**config.mk**
```make
export PLATFORM = sky130hd
export DESIGN_NAME = spi_bus_if
export DESIGN_NICKNAME = d
export VERILOG_FILES = /design/src/rtl/spi_pkg.sv /design/src/rtl/sync_bus.sv /design/src/rtl/spi_bus_if.sv
export SDC_FILE = /design/constraint.sdc
export NUM_CORES = 1
export LEC_CHECK = 0
export ABC_AREA = 1
export CAP_MARGIN = 15
export CORE_UTILIZATION = 30
export DETAILED_ROUTE_END_ITERATION = 8
export DONT_BUFFER_PORTS = 1
export GPL_ROUTABILITY_DRIVEN = 0
export PLACE_DENSITY = 0.51
export SYNTH_ARGS = -nofsm -noshare
export SYNTH_HDL_FRONTEND = slang
export SYNTH_SLANG_ARGS = --single-unit
```
**constraint.sdc**
```tcl
create_clock -name clock_spi -period 3.3 [get_ports clock_spi]
set_input_delay 0.66 -clock clock_spi [delete_from_list [all_inputs] [get_ports clock_spi]]
set_output_delay 0.66 -clock clock_spi [all_outputs]
set_load 0.02 [all_outputs]
```
**src/rtl/spi_pkg.sv**
```systemverilog
// Shared SPI controller definitions: register offsets, bus widths and the
// sampled 6502 bus record used by the bus front end.
package spi_pkg;

  localparam int unsigned SPI_REG_W  = 4;
  localparam int unsigned SPI_DATA_W = 8;

  localparam logic [SPI_REG_W-1:0] SPI_REG_CS   = 4'h0;
  localparam logic [SPI_REG_W-1:0] SPI_REG_DATA = 4'h1;

  typedef enum logic {
    WR_EMPTY = 1'b0,
    WR_FULL  = 1'b1
  } wr_state_e;

  typedef struct packed {
    logic                  cs;
    logic                  rw;
    logic [SPI_REG_W-1:0]  addr;
    logic [SPI_DATA_W-1:0] data;
  } bus_sample_t;

endpackage

```
**src/rtl/sync_bus.sv**
```systemverilog
// Multi-bit flop-chain synchroniser; every bit sees the same delay so a
// bundled bus stays coherent relative to its sampled clock bit.
module sync_bus #(
  parameter int unsigned WIDTH  = 1,
  parameter int unsigned STAGES = 2
) (
  input  logic             clk,
  input  logic             rst_n,
  input  logic [WIDTH-1:0] d,
  output logic [WIDTH-1:0] q
);

  logic [STAGES-1:0][WIDTH-1:0] stage;

  always_ff @(posedge clk or negedge rst_n) begin
    if (!rst_n) begin
      stage <= '0;
    end else begin
      stage <= {stage[STAGES-2:0], d};
    end
  end

  assign q = stage[STAGES-1];

endmodule

```
**src/rtl/spi_bus_if.sv**
```systemverilog
// 6502 bus front end for the SPI controller: samples PHI2 and the bus in the
// SPI clock domain, commits writes as valid/ready transactions, serves reads.
module spi_bus_if
  import spi_pkg::*;
#(
  parameter int unsigned SYNC_STAGES = 2
) (
  input  logic                  clock_spi,
  input  logic                  reset_b,
  input  logic                  clock_sys,
  input  logic                  cs,
  input  logic [7:0]            addr,
  input  logic [SPI_DATA_W-1:0] data_in,
  input  logic                  rw,
  output logic [SPI_DATA_W-1:0] data_out,
  output logic                  data_out_en,
  output logic [SPI_REG_W-1:0]  rd_addr,
  input  logic [SPI_DATA_W-1:0] rd_data,
  output logic                  rd_strobe,
  output logic                  wr_valid,
  input  logic                  wr_ready,
  output logic [SPI_REG_W-1:0]  wr_addr,
  output logic [SPI_DATA_W-1:0] wr_data,
  output logic                  overrun,
  input  logic                  overrun_clr
);

  localparam int unsigned BUS_W = 1 + $bits(bus_sample_t);

  logic [BUS_W-1:0] bus_raw;
  logic [BUS_W-1:0] bus_s;
  bus_sample_t      bus_now;
  bus_sample_t      smp;
  logic             phi2_s;
  logic             phi2_q;
  logic             armed;
  logic [SYNC_STAGES:0] fill;
  logic             sync_ok;
  logic             rise;
  logic             fall;
  logic             commit_wr;
  logic             commit_rd;
  logic             rd_cond;
  wr_state_e        state_q;
  wr_state_e        state_d;
  logic             load;
  logic             ovr_set;
  logic             unused_addr;

  assign unused_addr = ^addr[7:SPI_REG_W];
  assign bus_raw     = {clock_sys, cs, rw, addr[SPI_REG_W-1:0], data_in};

  sync_bus #(
    .WIDTH  (BUS_W),
    .STAGES (SYNC_STAGES)
  ) u_sync_bus (
    .clk   (clock_spi),
    .rst_n (reset_b),
    .d     (bus_raw),
    .q     (bus_s)
  );

  assign phi2_s  = bus_s[BUS_W-1];
  assign bus_now = bus_s[BUS_W-2:0];
  assign rd_addr = bus_now.addr;

  // Edges only count once the sync chain and phi2_q hold real bus history,
  // so a reset release during PHI2 high does not look like a rise.
  assign sync_ok   = fill[SYNC_STAGES];
  assign rise      = phi2_s & ~phi2_q & sync_ok;
  assign fall      = ~phi2_s & phi2_q & armed;
  assign commit_wr = fall & ~smp.cs & ~smp.rw;
  assign commit_rd = fall & ~smp.cs & smp.rw;
  assign rd_cond   = phi2_s & ~bus_now.cs & bus_now.rw;

  // Edge detection, arming and the last-seen-while-high bus sample.
  always_ff @(posedge clock_spi or negedge reset_b) begin
    if (!reset_b) begin
      fill   <= '0;
      phi2_q <= 1'b0;
      armed  <= 1'b0;
      smp    <= '0;
    end else begin
      fill   <= {fill[SYNC_STAGES-1:0], 1'b1};
      phi2_q <= phi2_s;
      if (rise) armed <= 1'b1;
      if (phi2_s) smp <= bus_now;
    end
  end

  // Write holding register next state.
  always_comb begin
    state_d = state_q;
    load    = 1'b0;
    ovr_set = 1'b0;
    case (state_q)
      WR_EMPTY: begin
        if (commit_wr) begin
          state_d = WR_FULL;
          load    = 1'b1;
        end
      end
      WR_FULL: begin
        if (wr_ready) begin
          if (commit_wr) load = 1'b1;
          else           state_d = WR_EMPTY;
        end else if (commit_wr) begin
          ovr_set = 1'b1;
        end
      end
    endcase
  end

  always_ff @(posedge clock_spi or negedge reset_b) begin
    if (!reset_b) begin
      state_q   <= WR_EMPTY;
      wr_valid  <= 1'b0;
      wr_addr   <= '0;
      wr_data   <= '0;
      overrun   <= 1'b0;
      rd_strobe <= 1'b0;
    end else begin
      state_q   <= state_d;
      wr_valid  <= (state_d == WR_FULL);
      rd_strobe <= commit_rd;
      if (load) begin
        wr_addr <= smp.addr;
        wr_data <= smp.data;
      end
      if (ovr_set)          overrun <= 1'b1;
      else if (overrun_clr) overrun <= 1'b0;
    end
  end

  // Read data path toward the bus.
  always_ff @(posedge clock_spi or negedge reset_b) begin
    if (!reset_b) begin
      data_out_en <= 1'b0;
      data_out    <= '0;
    end else begin
      data_out_en <= rd_cond;
      if (rd_cond) data_out <= rd_data;
    end
  end

endmodule

```
==> results.cfg, run 1 <==
[run_status]
status = completed

[worst_setup_path]
critPathCaptureType = flop
cpMaxStageDelayCell = dfrtp_1
worstReg2RegStart = u_sync_bus.q[14]
worstSetupStartpointType = flop
cp.required_ns = 3.52
slowest_delay_ns = 0.83
critPathArrivalTime_ns = 1.81
worstSetupPathType = flop to flop
ff2ff_path_depth = 5
crit_chain = clkinv_4 -> nand2_4 -> nor2_4 -> nand2_1 -> o21ai_1
rrSetupSlack_ns = 1.71
critPathMaxFanout = 19
r2r-end = overrun

[place]
dp.final_hpwl_microns = 2480
portBuffers = 0
placed_area_sq_um = 2500

[routing]
via_per_inst = 4.08
vias = 1280
wl_per_cell_microns = 11.8
drc = 0
drt_wl_total_microns = 3710
drtAntennaViolNets = 0
drt_first_pass_iters = 4
drt-initial-drc-count = 85

[floorplanning]
core_sq_um = 7810
initial_core_util_pct = 31.5
rows = 32
die_x_microns = 92.5
die_h_microns = 92.5
ios = 59
die_area_sq_um = 8560

[logic_synthesis]
synth_warnings = 0
synth_seq_cells = 73
synth_area_per_cell_sq_um = 11.9
synthCells = 206
ys_types = 20
yosysTopAreaCellShare_pct = 74.3
synth_area_sq_um = 2460
yosysTopAreaCell = dfrtp_1
synth.area.top_cells = dfrtp_1, nand2_1, nand4_1, buf_6, buf_4
synth_edf_count = 0
yosysSeqAreaShare_pct = 74.3
post-synth-top-count-cell = nand2_1
async_flop_share_pct = 100
synth_common_cells = nand2_1, dfrtp_1, nand4_1, inv_1
syn-num-nets = 237
ys.flop_type = dfrtp_1

[cells_and_area]
fillCellCount = 800
synthToLayoutAreaGrowth_pct = 10.6
stdcell_area_sq_um = 2720
drive_gt1_share_pct = 11.8
diodes = 0
fin_nets = 238

[global_route]
antenna_found_initial = 0
grt_pass1_wl_microns = 6530
first_global_vias = 1393
globalRouteTotalUtil_pct = 10.2
grt_max_degree = 74
grt-ovfl-total = 0

[hold_path]
hp-class = input port to asynchronous set/reset pin

[pwr]
p_per_area_nw_per_um2 = 699
ir_worst_vdd_mv = 0.333
p_leak_nw = 1.36

[sta]
fin_tns_setup_ns = 0
hold_violations = 0
finalMaxSlewViolations = 0
skew_ns = 0.00797
finalCritPeriodShare_pct = 48.1
timing.hold.ws_ns = 0.195
fmax_mhz = 630
fin_crit_ns = 1.59
maxSlewHeadroom_pct = 50.6
tightest_slew_ns = 0.741
rsz0062_at_grt = false
finalSetupViolCount = 0

[clock_tree]
clk_pin_slew_ns = 0.09
clk_latency_ns = 0.34
cts-htree-levels = 3
cts_buffers = 9
cts_tree = built
clock_sinks = 73
clk_path_buf_depth = 2
cts_root_buf = clkbuf_8
postCtsSetupRepairBufs = 0

[job]
maxCapViolCount = 0
-- metal layers --
metal  up-vias  track usage (%)  wire, microns
met1       575             11.9           1620
met2        56             14.8           1630
met4         0             4.69             61
li1        644                -              -
met3         5             6.49            393
met5         -                0              0
-- final cells by class --
| cell class | instances | area, sq um | share of cell area (%) |
|---|---|---|---|
| well taps | 102 | 128 | 4.69 |
| clock buffers | 9 | 124 | 4.56 |
| flip-flops and latches | 73 | 1830 | 67.2 |
| multi-input cells | 114 | 512 | 18.8 |
| clock inverters | 7 | 66.3 | 2.44 |
| repair buffers | 1 | 27.5 | 1.01 |
| inverters | 8 | 35.0 | 1.29 |
-- sequential cells by signal, summed over array words and instances, names as in the netlist --
name and cells:
state_q 1, smp 14, wr_data 8, overrun 1, u_sync_bus.stage 15, data_out_en 1
armed 1, u_sync_bus.q 15, wr_addr 4, phi2_q 1, data_out 8, rd_strobe 1
fill 3
-- power breakdown --
part           internal [mW]  switching [mW]
registers              0.992           0.146
logic                 0.0386          0.0701
clock network          0.295           0.359
total                   1.33           0.575
-- layout by cell type (no fill, tap or decap) --
| master | Yosys | routed |
|---|---|---|
| a21oi_1 | 1 | 1 |
| nand2_4 | 1 | 1 |
| a21o_1 | 1 | 1 |
| o21ai_0 | 1 | 1 |
| nand4_2 | 1 | 1 |
| o21ai_1 | 1 | 1 |
| nand4_1 | 12 | 12 |
| dfrtp_1 | 73 | 73 |
| nor3_1 | 1 | 1 |
| nand2_1 | 90 | 90 |
| inv_1 | 5 | 5 |
| nor2_4 | 2 | 2 |
| inv_6 | 0 | 4 |
| inv_8 | 0 | 2 |
| clkbuf_8 | 0 | 9 |
| inv_2 | 2 | 2 |
| buf_16 | 0 | 1 |
| conb_1 | 1 | 1 |
| nor2_1 | 1 | 1 |
| nand3_4 | 1 | 1 |
| clkinv_4 | 1 | 2 |
-- critical path: cells and delay by family (launching register included) --
family,cells,cell delay [ns]
flops,1,0.83
simple gates,3,0.30
compound gates,1,0.06
buf+inv,1,0.27
-- logic make-up after synthesis --
family | after synthesis | share of synthesized area, %
compound gates | 4 | 0.916
buf+inv | 19 | 4.84
flops | 73 | 74.3
other cells | 1 | 0.153
simple gates | 109 | 19.8
-- worst max-delay path by stage --
| stage | depth (start not counted) | from | to | slack (ns) |
|---|---|---|---|---|
| floorplan | 6 | wr_ready | wr_data[0] | 2.00 |
| global route | 5 | u_sync_bus.q[14] | overrun | 1.51 |
| finish | 5 | u_sync_bus.q[14] | overrun | 1.71 |
| global placement | 5 | wr_ready | wr_addr[1] | 1.54 |
| detailed placement | 5 | wr_ready | wr_data[0] | 1.52 |
| CTS | 5 | u_sync_bus.q[14] | overrun | 1.65 |
-- metrics by stage --
stage	cells	util [%]	setup WS, ns	total power, mW
after floorplan	206	-	2.00	1.23
after global placement	297	32.0	1.54	1.25
after detailed placement	297	32.0	1.52	1.25
after CTS	314	34.8	1.65	1.94
after global routing	314	34.8	1.51	2.01
final	314	34.8	1.71	1.90
-- what timing repair did --
action                                 in CTS  in global routing
resized for setup                           0                  0
hold buffers                                1                  0
endpoints found under the hold margin      73                  0
Note: power is estimated with default switching activity, not from simulation.
==> inputs of run 2 (changes only) <==
Clock period 3.3 ns to 1.55 ns, I/O delays scaled along.
==> run 2 against run 1 <==
  * Global-route usage is 0.21 points higher
  * Wire length grew 4.2%
  * Design area grew 7.6%
  * Register-to-register slack lost 1.5 ns
  * The run now ends with hold timing left
  * Via count up 5.5%
  * Maximum frequency up 17%
  * Setup slack worse by 1.5 ns
  * Utilization increased by 2.7 points
  * Largest power group unchanged
==> results.cfg, run 2 (synthesis gave the netlist of run 1 again) <==
[worst_setup_path]
worstSetupStartpointType = flop
ff2ff_path_depth = 4
cp-endpoint = wr_data[2]
cpMaxStageDelayCell = dfrtp_1
r2r-end = wr_data[2]
critPathMostFrequentCell = nand2_1
rrSetupSlack_ns = 0.20
crit_chain = nor2_4 -> nand4_2 -> nand2_1 -> nand2_1
startpoint = u_sync_bus.q[14]
critPathArrivalTime_ns = 1.58
worstSetupPathType = flop to flop
cp.required_ns = 1.78
critPathCaptureType = flop
worstReg2RegStart = u_sync_bus.q[14]
critPathMaxFanout = 12
slowest_delay_ns = 0.55

[place]
dp.final_hpwl_microns = 2470
place_ws_ns = 0.189
portBuffers = 0
placed_area_sq_um = 2520
placedCellCount = 300

[cells_and_area]
mostFrequentLayoutCells = nand2_1, dfrtp_1, dlygate4sd3_1
drive_gt1_share_pct = 11.8
stdcell_area_sq_um = 2930
fillCellCount = 794
fin_nets = 255
layout_commonest_cell = nand2_1
diodes = 0
stdcell_count = 331
synthToLayoutAreaGrowth_pct = 19.1

[pwr]
internal-power_mw = 3.34
p_sw_mw = 1.13
p_per_area_nw_per_um2 = 1530
p_leak_nw = 1.44
seq_power_share_pct = 54.3
ir_worst_vdd_mv = 0.614
p_sw_share_pct = 25.3
power_frac_comb_pct = 5.1
p_clk_share_pct = 40.6

[routing]
drt-initial-drc-count = 80
vias = 1351
drt_first_pass_iters = 4
drc = 0
wl_per_cell_microns = 11.7
via_per_inst = 4.08
drt_wl_total_microns = 3860
drtAntennaViolNets = 0

[global_route]
antenna_found_initial = 0
globalRouteTotalUtil_pct = 10.4
grt_max_degree = 74
grt-ovfl-total = 0
grt_pass1_wl_microns = 6700
first_global_vias = 1483

[clock_tree]
cts_root_buf = clkbuf_8
cts-htree-levels = 3
cts_tree = built
clk_pin_slew_ns = 0.07
cts.hold.buffers_added = 15
clk_path_buf_depth = 2
clock_sinks = 73
clk_latency_ns = 0.34
postCtsSetupRepairBufs = 0
cts_buffers = 9
ctsResizeCount = 0

[sta]
finalMaxSlewViolations = 0
rsz0062_at_grt = false
finalSetupViolCount = 0
setup_slack_ns = 0.199
fmax_mhz = 740
fin_tns_setup_ns = 0
skew_ns = 0.00518
hold_violations = 73
timing.hold.ws_ns = -0.345
fin_crit_ns = 1.35
finalCritPeriodShare_pct = 87.1

[run_status]
violations = hold timing
status = finished, violations left

[floorplanning]
die_x_microns = 92.5
initial_core_util_pct = 31.5
die_h_microns = 92.5
core_sq_um = 7810
die_area_sq_um = 8560
rows = 32
ios = 59

[job]
maxCapViolCount = 0

[hold_path]
hp-class = input port to asynchronous set/reset pin
==> run 2: worst max-delay path: cells and delay by family, from the launching register on <==
| kind | cells | cell delay [ns] |
|---|---|---|
| DFF | 1 | 0.55 |
| and+or+nand+nor | 4 | 0.69 |
==> run 2: how the worst min path moves through the flow <==
stage | startpoint | to | slack (ns) | depth (start not counted)
final | reset_b | wr_addr[1] | -0.34 | 0
after global routing | reset_b | wr_addr[2] | -0.38 | 0
after CTS | reset_b | wr_addr[2] | -0.37 | 0
after detailed placement | reset_b | wr_addr[2] | 0.02 | 0
after global placement | reset_b | wr_addr[2] | 0.02 | 0
after floorplan | reset_b | armed | 0.01 | 0
==> run 2: metal layers <==
layer	vias to the layer above	global-route usage (%)	wire (microns)	part of all wire [%]
li1	678	-	-	-
met1	610	11.4	1720	45
met2	55	16.4	1710	44
met3	8	5.99	356	9.2
met4	0	4.69	78	2.0
met5	-	0	0	0
==> run 2: area by class of cell <==
| cell class | count | area (sq um) | share of cell area (%) |
|---|---|---|---|
| flip-flops and latches | 73 | 1830 | 62.4 |
| multi-input cells | 114 | 512 | 17.5 |
| repair buffers | 18 | 173 | 5.90 |
| clock buffers | 10 | 138 | 4.70 |
| well taps | 102 | 128 | 4.36 |
| clock inverters | 6 | 115 | 3.93 |
| inverters | 8 | 35.0 | 1.20 |
==> run 2: per-stage QoR <==
| stage | power, mW | util, % |
|---|---|---|
| after global placement | 2.66 | 32.3 |
| final | 4.46 | 37.5 |
| after detailed placement | 2.67 | 32.3 |
| after global routing | 4.69 | 37.5 |
| after CTS | 4.55 | 37.5 |
| after floorplan | 2.61 | - |
==> run 2: power by group through the flow <==
stage | logic (mW) | registers (mW) | clock network [mW]
4_1_cts | 0.233 | 2.43 | 1.88
3_5_place_dp | 0.205 | 2.46 | 0
2_1_floorplan | 0.200 | 2.41 | 0
6_report | 0.229 | 2.42 | 1.81
3_3_place_gp | 0.197 | 2.46 | 0
5_1_grt | 0.283 | 2.45 | 1.96
==> inputs of run 3 (changes only) <==
Settings changed: SYNTH_HIERARCHICAL set to 1.
==> run 3 against run 2 <==
  * The flow still finishes with violations (hold timing)
  * Sequential share of layout area grew 1.4 points
  * Setup slack gained 0.083 ns
  * Utilization shrank 2.7 points
  * Combinational power grew 3%
  * Maximum frequency grew 6.6%
  * Clock skew grew 0.0040 ns
  * Design area shrank 2.2%
  * Die area grew 3.3%
  * Hold slack gained 0.015 ns
  * Sequential cell count is the same
  * Total power shrank 9.0%
  * Wire length grew 3.3%
  * Critical path type unchanged
  * Critical endpoint is now wr_data[0]
  * Largest cell class unchanged
==> results.cfg, run 3 <==
[logic_synthesis]
yosysTopAreaCell = dfrtp_1
yosysSeqAreaShare_pct = 71.9
synthCells = 217
ys_types = 20
synth_edf_count = 0
post-synth-top-count-cell = nand2_1
synth.area.top_cells = dfrtp_1, nand2_1, buf_4, nand4_1, buf_6
async_flop_share_pct = 100
syn-num-nets = 248
synth_common_cells = nand2_1, dfrtp_1, buf_4, nand4_1, inv_1
synth_seq_cells = 73
ys.flop_type = dfrtp_1
synth_area_sq_um = 2540
synth_warnings = 6
yosysTopAreaCellShare_pct = 71.9
synth_area_per_cell_sq_um = 11.7

[sta]
finalSetupViolCount = 0
finalCritPeriodShare_pct = 81.8
hold_violations = 73
timing.hold.ws_ns = -0.330
skew_ns = 0.00915
fin_tns_setup_ns = 0
fin_crit_ns = 1.27
fmax_mhz = 789
rsz0062_at_grt = false
finalMaxSlewViolations = 0

[worst_setup_path]
r2r-end = wr_data[0]
critPathMaxFanout = 12
ff2ff_path_depth = 4
cp.required_ns = 1.77
cp-endpoint = wr_data[0]
startpoint = u_sync_bus/q[14]
worstSetupStartpointType = flop
critPathCaptureType = flop
critPathArrivalTime_ns = 1.48
worstReg2RegStart = u_sync_bus/q[14]
rrSetupSlack_ns = 0.28
worstSetupPathType = flop to flop

[clock_tree]
cts_root_buf = clkbuf_8
clock_sinks = 73
clk_latency_ns = 0.33
cts_tree = built
clk_pin_slew_ns = 0.08
cts_buffers = 9
postCtsSetupRepairBufs = 0
ctsResizeCount = 0
clk_path_buf_depth = 2
cts.hold.buffers_added = 15
cts-htree-levels = 3

[routing]
drt_first_pass_iters = 4
vias = 1344
drc = 0
via_per_inst = 4.05
drt-initial-drc-count = 108
drt_wl_total_microns = 3990
wl_per_cell_microns = 12.0
drtAntennaViolNets = 0

[global_route]
grt-ovfl-total = 0
globalRouteTotalUtil_pct = 10.2
first_global_vias = 1416
antenna_found_initial = 0
grt_max_degree = 74
grt_pass1_wl_microns = 6800

[cells_and_area]
layout_commonest_cell = nand2_1
fillCellCount = 817
drive_gt1_share_pct = 10.6
mostFrequentLayoutCells = nand2_1, dfrtp_1, dlygate4sd3_1
synthToLayoutAreaGrowth_pct = 12.7
fin_nets = 255
diodes = 0

[floorplanning]
die_h_microns = 94.0
core_sq_um = 8220
die_x_microns = 94.0
rows = 33
ios = 59
die_area_sq_um = 8840
initial_core_util_pct = 30.9

[place]
portBuffers = 0
dp.final_hpwl_microns = 2710

[run_status]
status = finished, violations left
violations = hold timing

[hold_path]
hp-class = input port to asynchronous set/reset pin

[pwr]
p_leak_nw = 1.41
p_per_area_nw_per_um2 = 1420
finalPower_mw = 4.06
ir_worst_vdd_mv = 0.335

[job]
maxCapViolCount = 0
[run 3: final cells by class]
type                            count  area, sq um  area share (%)
Clock buffer                       11          141            4.94
Tap cell                          105          131            4.59
Inverter                            8         35.0            1.22
Sequential cell                    73         1830            63.8
Timing Repair Buffer               18          173            6.03
Clock inverter                      3         42.5            1.49
Multi-Input combinational cell    114          512            17.9
[run 3: logic make-up after synthesis]
group / after synthesis / share of synthesized area (%)
and+or+nand+nor: 109 / 19.1
AOI/OAI and AO/OA: 4 / 0.886
DFF: 73 / 71.9
buffers and inverters: 30 / 7.93
other: 1 / 0.148
[run 3: worst min path at each step]
stage | start | endpoint | slack [ns] | cells after the start
final | reset_b | smp[10] | -0.33 | 0
after global routing | reset_b | wr_addr[0] | -0.36 | 0
after CTS | reset_b | smp[6] | -0.35 | 0
after detailed placement | reset_b | u_sync_bus/stage[5] | 0.02 | 0
after global placement | reset_b | u_sync_bus/stage[6] | 0.02 | 0
after floorplan | reset_b | armed | 0.01 | 0
[run 3: report_power, final]
part,leakage [nW],internal (mW),switching [mW]
Clock,0.0913,0.768,0.630
Combinational,0.440,0.105,0.130
Sequential,0.881,2.11,0.314
[run 3: metal layers]
layer,vias to the layer above,global-route usage [%],wire length (microns)
met1,626,13.3,1850
met3,9,4.13,252
met5,-,0,0
li1,673,-,-
met4,0,6.15,91
met2,36,14.2,1800
[run 3: metrics by stage]
step | instances | setup WS, ns | utilization [%] | hold slack, ns | area, sq um
2_1_floorplan | 217 | 0.363 | - | 0.0144 | 2540
3_3_place_gp | 303 | 0.261 | 30.8 | 0.0158 | 2530
3_5_place_dp | 303 | 0.259 | 30.8 | 0.0153 | 2530
4_1_cts | 332 | 0.251 | 34.8 | -0.348 | 2860
5_1_grt | 332 | 0.176 | 34.8 | -0.360 | 2860
6_report | 332 | 0.283 | 34.8 | -0.330 | 2860
[run 3: critical path, stage by stage (launching register included)]
cell	delay, ns
dfrtp_1	0.50
nor2_4	0.17
nand4_2	0.28
nand2_1	0.15
nand2_1	0.06
